$ cat config.mk
export PLATFORM = sky130hd
export DESIGN_NAME = apb_completer_regs
export DESIGN_NICKNAME = d
export VERILOG_FILES = /design/src/rtl/apb_completer_regs.sv
export SDC_FILE = /design/constraint.sdc
export NUM_CORES = 1
export LEC_CHECK = 0
export CAP_MARGIN = 25
export CORE_MARGIN = 4
export CORE_UTILIZATION = 50
export DETAILED_ROUTE_END_ITERATION = 16
export PLACE_DENSITY = 0.76
export SYNTH_ARGS = -nofsm -noshare
export SYNTH_HDL_FRONTEND = slang
export SYNTH_SLANG_ARGS = --single-unit
$ cat constraint.sdc
create_clock -name PCLK -period 3.7 [get_ports PCLK]
set_clock_uncertainty 0.05 [all_clocks]
set_input_delay 0.555 -clock PCLK [delete_from_list [all_inputs] [get_ports PCLK]]
set_output_delay 0.555 -clock PCLK [all_outputs]
set_load 0.005 [all_outputs]
$ cat src/rtl/apb_completer_regs.sv
// ---------------------------------------------------------------------------
// apb_completer_regs
//
// APB completer with a bank of NUM_REGS 32-bit read/write registers, a fixed
// number of inserted wait states, and flagging of illegal accesses.
//
// Handshake: a transfer begins with a setup cycle (PSEL=1, PENABLE=0) seen in
// IDLE. The next cycles are the access phase. PREADY stays low for
// WAIT_STATES cycles, then is high for one cycle. The edge where
// PSEL & PENABLE & PREADY are all high is the completion edge. Address,
// direction and write data are captured at the setup edge. Later changes on
// those inputs are ignored.
//
// Optional feature (macro APB_COMPLETER_PSLVERR_EN):
//   defined   - PSLVERR=1 in the PREADY=1 cycle of an illegal access or of a
//               protocol violation (PSEL & PENABLE in IDLE without a setup).
//   undefined - PSLVERR is tied to 0. Illegal accesses still complete with no
//               write and read data 0.
//
// Ports:
//   PCLK      in   1       APB clock, rising edge
//   PRESETn   in   1       asynchronous active-low reset
//   PSEL      in   1       completer select
//   PENABLE   in   1       access-phase indicator
//   PWRITE    in   1       1 = write, 0 = read
//   PADDR     in   ADDR_W  byte address
//   PWDATA    in   32      write data
//   PRDATA    out  32      read data (0 unless a legal read completes)
//   PREADY    out  1       transfer-complete handshake
//   PSLVERR   out  1       error response, valid while PREADY=1
//   dbg_state out  1       FSM state (0 = IDLE, 1 = ACCESS)
// ---------------------------------------------------------------------------
module apb_completer_regs #(
    parameter int ADDR_W      = 32,
    parameter int NUM_REGS    = 16,
    parameter int WAIT_STATES = 0
) (
    input  logic              PCLK,
    input  logic              PRESETn,
    input  logic              PSEL,
    input  logic              PENABLE,
    input  logic              PWRITE,
    input  logic [ADDR_W-1:0] PADDR,
    input  logic [31:0]       PWDATA,
    output logic [31:0]       PRDATA,
    output logic              PREADY,
    output logic              PSLVERR,
    output logic              dbg_state
);

    localparam int                IDX_W      = $clog2(NUM_REGS);
    localparam logic [ADDR_W-1:0] ADDR_LIMIT = ADDR_W'(NUM_REGS * 4);

    typedef enum logic {
        S_IDLE   = 1'b0,
        S_ACCESS = 1'b1
    } state_t;

    state_t             state;
    state_t             state_nxt;
    logic [3:0]         cnt;
    logic [3:0]         cnt_nxt;
    logic [ADDR_W-1:0]  lat_addr;
    logic               lat_write;
    logic [31:0]        lat_wdata;
    logic [31:0]        regs [NUM_REGS];
    logic [IDX_W-1:0]   lat_idx;
    logic               lat_legal;
    logic               setup_seen;
    logic               do_write;
    logic               access_rdy;
    logic               violation;

    assign lat_idx   = lat_addr[2 +: IDX_W];
    assign lat_legal = (lat_addr < ADDR_LIMIT) && (lat_addr[1:0] == 2'b00);
    assign dbg_state = state;

    // Next-state logic
    always_comb begin
        state_nxt  = state;
        cnt_nxt    = cnt;
        setup_seen = 1'b0;
        do_write   = 1'b0;
        case (state)
            S_IDLE: begin
                if (PSEL && !PENABLE) begin
                    setup_seen = 1'b1;
                    cnt_nxt    = 4'(WAIT_STATES);
                    state_nxt  = S_ACCESS;
                end
            end
            S_ACCESS: begin
                if (!PSEL) begin
                    // Aborted transfer: drop it without touching the bank.
                    state_nxt = S_IDLE;
                end else if (PENABLE) begin
                    if (cnt == 4'd0) begin
                        do_write  = lat_write && lat_legal;
                        state_nxt = S_IDLE;
                    end else begin
                        cnt_nxt = cnt - 4'd1;
                    end
                end
            end
            default: state_nxt = S_IDLE;
        endcase
    end

    always_ff @(posedge PCLK or negedge PRESETn) begin
        if (!PRESETn) begin
            state     <= S_IDLE;
            cnt       <= 4'd0;
            lat_addr  <= '0;
            lat_write <= 1'b0;
            lat_wdata <= '0;
        end else begin
            state <= state_nxt;
            cnt   <= cnt_nxt;
            if (setup_seen) begin
                lat_addr  <= PADDR;
                lat_write <= PWRITE;
                lat_wdata <= PWDATA;
            end
        end
    end

    always_ff @(posedge PCLK or negedge PRESETn) begin
        if (!PRESETn) begin
            for (int i = 0; i < NUM_REGS; i++) begin
                regs[i] <= '0;
            end
        end else if (do_write) begin
            regs[lat_idx] <= lat_wdata;
        end
    end

    // A violation is answered combinationally in the same cycle. It is gated
    // by PRESETn so that PREADY stays low while reset is held, even if the
    // requester keeps PSEL/PENABLE up.
    assign access_rdy = (state == S_ACCESS) && (cnt == 4'd0);
    assign violation  = PRESETn && (state == S_IDLE) && PSEL && PENABLE;
    assign PREADY     = access_rdy || violation;
    assign PRDATA     = (access_rdy && !lat_write && lat_legal) ? regs[lat_idx] : 32'h0;

`ifdef APB_COMPLETER_PSLVERR_EN
    assign PSLVERR = (access_rdy && !lat_legal) || violation;
`else
    assign PSLVERR = 1'b0;
`endif

endmodule
Word level (Yosys, flattened, before mapping)
Index checks and enable logic that the tools add are counted.
Word-level totals
  register bits: 582
  bits of input ports: 69
  output and inout bits: 35
  logic and storage cells: 69
Operators by class
  $add $sub $neg: 1
  $lt $le $gt $ge: 3
  eq/ne operators: 4
  muxes and demuxes: 22
  bitwise logic cells: 2
  reduce and logical (&&, ||, !) cells: 16
Operator list (count)
  bitwise mux 512 bit: 1
  binary-select mux 32 bit (select 4 bit): 1
  demux 32 bit (select 4 bit): 1
  two-way mux 32 bit: 4
  less-than comparator 32 x 7 -> 1 bit, second input constant: 1
  two-way mux 4 bit: 4
  logical AND 1 bit: 10
  two-way mux 1 bit: 9
  inequality test 2 bit, second input constant: 4
  one-hot mux 4 bit (2 select lines): 1
  >= comparator 5 bit, second input constant: 1
  less-than comparator 5 x 1 -> 1 bit, second input constant: 1
  NOT 4 -> 5 bit: 1
  logical NOT 4 bit: 1
  AND reduction 4 bit: 1
  subtractor 4 x 1 -> 4 bit, second input constant: 1
  logical NOT 1 bit: 2
  logical NOT 2 bit: 1
  one-hot mux 1 bit (2 select lines): 1
  logical OR 1 bit: 1
  NOT 1 bit: 1

Longest topological paths before layout
  depth in word-level cells: 7
  depth in mapped cells: 9
  depth with buffers taken out: 6

Worst setup path after synthesis
Ideal clock, no wire load.
  kind: reg-to-output
  start: register cnt[0]
  end: output port PRDATA[10]
  data arrival time: 2.220 ns
  data required time: 3.095 ns
  setup slack: 0.875 ns
  cell stages (with the launch flop): 10
  buffers on the path: 3
  path through: dfrtp_1 > inv_1 > ha_1 > and4bb_2 > nand4_2 > buf_4 > or3_1 > clkbuf_1 > clkbuf_1 > a21oi_1
Between the ends
  longest elaborated chain between the ends: 5
RTL lines
  start: declaration: line 61  | logic [3:0] cnt;
  start signal: assignment: line 118  | cnt <= cnt_nxt;
  logical NOT 4 bit: line 140  | assign access_rdy = (state == S_ACCESS) && (cnt == 4'd0);
  logical AND 1 bit: line 140
  logical AND 1 bit (2 in a row): line 143  | assign PRDATA = (access_rdy && !lat_write && lat_legal) ? regs[lat_idx] : 32'h0;
  two-way mux 32 bit: line 143
  end: declaration: line 45  | output logic [31:0] PRDATA,
No other way between the ends.

Worst setup path in the final report
  start: register lat_addr[15]
  end: output port PRDATA[2]
Between the ends
  longest elaborated chain between the ends: 4
RTL lines
  start: declaration: line 63  | logic [ADDR_W-1:0] lat_addr;
  start signal: assignment: line 113  | lat_addr <= '0;
  start signal: assignment: line 120  | lat_addr <= PADDR;
  less-than comparator 32 x 7 -> 1 bit: line 75  | assign lat_legal = (lat_addr < ADDR_LIMIT) && (lat_addr[1:0] == 2'b00);
  logical AND 1 bit: line 75
  logical AND 1 bit: line 143
  two-way mux 32 bit: line 143
No other way between the ends.

==> flow_summary.toml <==
[run_status]
status = "completed"

[final_layout]
nFillCells = 3852
nNetsFinal = 1769
regArea_sq_mm = 0.0146
antenna_cells = 0
multi_input_comb_area_sq_mm = 0.0109
layout-drive-gt1-share = 0.485
syn2layout_area_growth_pct = 16.9
final_core_util = 0.590

[floorplan]
ios = 104
fp.coreArea_sq_mm = 0.0513
placement_rows = 83
start_util = 0.504
die_area_sq_mm = 0.0555
die_w_um = 235
die_h_um = 235

[route]
ant_nets = 0
vias = 14537
firstDrtPassIters = 4
routed_wl_um = 61800
drtIter0Drc = 921
avgViaCountPerCell = 6.00
wl_per_cell_um = 25.5
route.detailed.drc = 0

[timing]
setup_viol = 0
layout_setup_ws_ns = 0.0821
maxSlewHeadroom = 0.278
fin_crit_ns = 3.62
finalCritPeriodShare = 0.978
fmax_mhz = 276
rsz0062_at_grt = "true"
drv_slew = 0
tightest_slew_ns = 1.08
finalHoldViolations = 0

[power]
power.density_mw_per_mm2 = 488
power_mw = 14.8
p_leak_nw = 14.5
ir_drop_mv = 0.425

[place]
gp_congestion = 0.764
portBuffers = 102
dp_hpwl_um = 35900
dp_slack_ns = 0.357

[clock_network]
htree_levels = 2
clock-sinks = 582
clk_path_buf_depth = 3
cts_buffers = 60
path_clk_slew_ns = 0.06
clk_latency_ns = 0.62
cts_root_buf = "clkbuf_16"
cts_tree = "built"

[logic_synthesis]
ys_seq_elements = 582
yosys-top-cells-area = "dfrtp_1 56%, mux2_2 21%, mux4_2 11%"
synth_cell_types = 38
synth_top_area_cell = "dfrtp_1"
netlist_area_sq_mm = 0.0259
synth_warnings = 0
synth_cells = 1593
synth-seq-area-share = 0.563
synth_top_area_frac = 0.563
syn_avg_cell_area_sq_um = 16.2
synth_nets = 1663

[global_routing]
grt_first_pass_wirelength_um = 96300
antenna_found_initial = 0
grt_max_degree = 208
grt_pass1_vias = 15752
gr-total-overflow = 0
grt_usage = 0.223

[worst_setup_path]
cp.arrival_ns = 3.01
crit_required_ns = 3.09
worstSetupEndpointType = "output pin"
crit_type = "flip-flop to output pin"
startpoint_type = "flip-flop"
cp_max_fo = 17

[run]
cap_violations = 0

[hold_path]
hold_path_class = "input port to asynchronous set/reset pin"
critical path, stage by stage (launching register included):
cell and delay, ns:
dfrtp_1 0.37, nor4_1 0.50, nand4_2 0.19, or3_4 0.44, buf_12 0.18, a21oi_4 0.16
clkdlybuf4s50_1 0.52
routing by layer:
metal | vias to the layer above | share of wire | track usage
li1 | 6200 | - | -
met4 | 0 | 0.024 | 0.0618
met5 | - | 0 | 0
met3 | 96 | 0.042 | 0.0319
met1 | 7927 | 0.43 | 0.310
met2 | 314 | 0.50 | 0.373
cells in the mapped netlist:
master	count
a21o_1	1
a21oi_1	33
a22o_1	3
a22oi_1	64
a31oi_1	1
a41o_1	1
and2_1	1
and3_1	1
and4bb_2	1
buf_1	35
buf_2	43
buf_4	21
clkbuf_1	41
conb_1	1
dfrtp_1	582
ha_1	1
inv_1	6
mux2_1	94
mux2_2	483
mux2i_1	1
mux4_2	128
nand2_1	7
nand2b_1	4
nand4_1	2
nand4_2	2
nand4b_2	1
nor2_1	1
nor2b_1	2
nor4_1	7
nor4_2	7
nor4_4	9
nor4b_1	1
o211ai_1	1
o21a_1	1
o21ai_0	2
o22ai_1	1
o32ai_1	1
or3_1	2
final cells by class:
cell class                 count  share of cell area
sequential                   582               0.482
clock buffer                  87              0.0577
tap                          680              0.0281
inverter                       6            0.000745
timing repair buffer         184              0.0625
multi-input combinational    865               0.360
clock inverter                20             0.00893
through the flow:
step / std cells / hold slack [ns] / TNS [ns] / area, sq um
2_1_floorplan: 1593 / 0.209 / 0 / 25900
4_1_cts: 2424 / 0.352 / -0.0855 / 30100
3_5_place_dp: 2309 / 0.411 / 0 / 27900
5_1_grt: 2424 / 0.395 / -0.00921 / 30200
3_3_place_gp: 2309 / 0.406 / 0 / 27900
6_report: 2424 / 0.374 / 0 / 30200
cell usage in the layout (no fill, tap or decap), types with 14 or more instances in the layout:
master | netlist | final
a21oi_2 | 0 | 14
a22oi_1 | 64 | 56
buf_12 | 0 | 15
buf_4 | 21 | 64
clkbuf_1 | 41 | 14
clkbuf_16 | 0 | 61
clkdlybuf4s50_1 | 0 | 83
dfrtp_1 | 582 | 580
dlymetal6s2s_1 | 0 | 15
mux2_1 | 94 | 94
mux2_2 | 483 | 483
mux4_2 | 128 | 128
nor4_4 | 9 | 16
where the power goes:
part | switching, mW | leakage (nW) | total, mW | internal, mW
clock network | 2.48 | 0.989 | 6.15 | 3.67
logic | 0.883 | 5.52 | 1.60 | 0.718
registers | 0.460 | 7.98 | 7.01 | 6.55
path summary, 6_finish.rpt:
path | start | end | slack (ns) | cells after the start
worst max register to register | lat_addr[15] | regs[171] | 0.84 | 6
max in group asynchronous | PRESETn | regs[324] | 1.65 | 4
worst min-delay path | PRESETn | regs[50] | 0.37 | 2
worst max-delay path | lat_addr[15] | PRDATA[2] | 0.08 | 6
min in group PCLK | regs[20] | regs[20] | 0.43 | 1
worst min register to register | regs[20] | regs[20] | 0.43 | 1
what timing repair did:
action                     4_1_cts  5_1_grt
gates resized for setup         25       39
hold buffers                     1        0
hold endpoints to repair        33        0
setup buffers                    7        0
setup endpoints to repair       32       28
flip-flops by register name, summed over array words and instances (netlist names):
signal / cells
lat_write: 1
cnt: 4
regs: 512
lat_addr: 32
dbg_state: 1
lat_wdata: 32
cells by family (layout without fill, tap and decap cells):
logic type / after synthesis / after routing / share of synthesized area
AO/OA/AOI/OAI: 109 / 109 / 0.0284
adder cells (fa/ha/maj): 1 / 1 / 0.000483
buffers and inverters: 146 / 297 / 0.0263
flip-flops: 582 / 582 / 0.563
multiplexers: 706 / 706 / 0.363
other: 1 / 1 / 0.000145
AND/OR/NAND/NOR: 48 / 48 / 0.0189
Note: power is estimated with default switching activity, not from simulation.
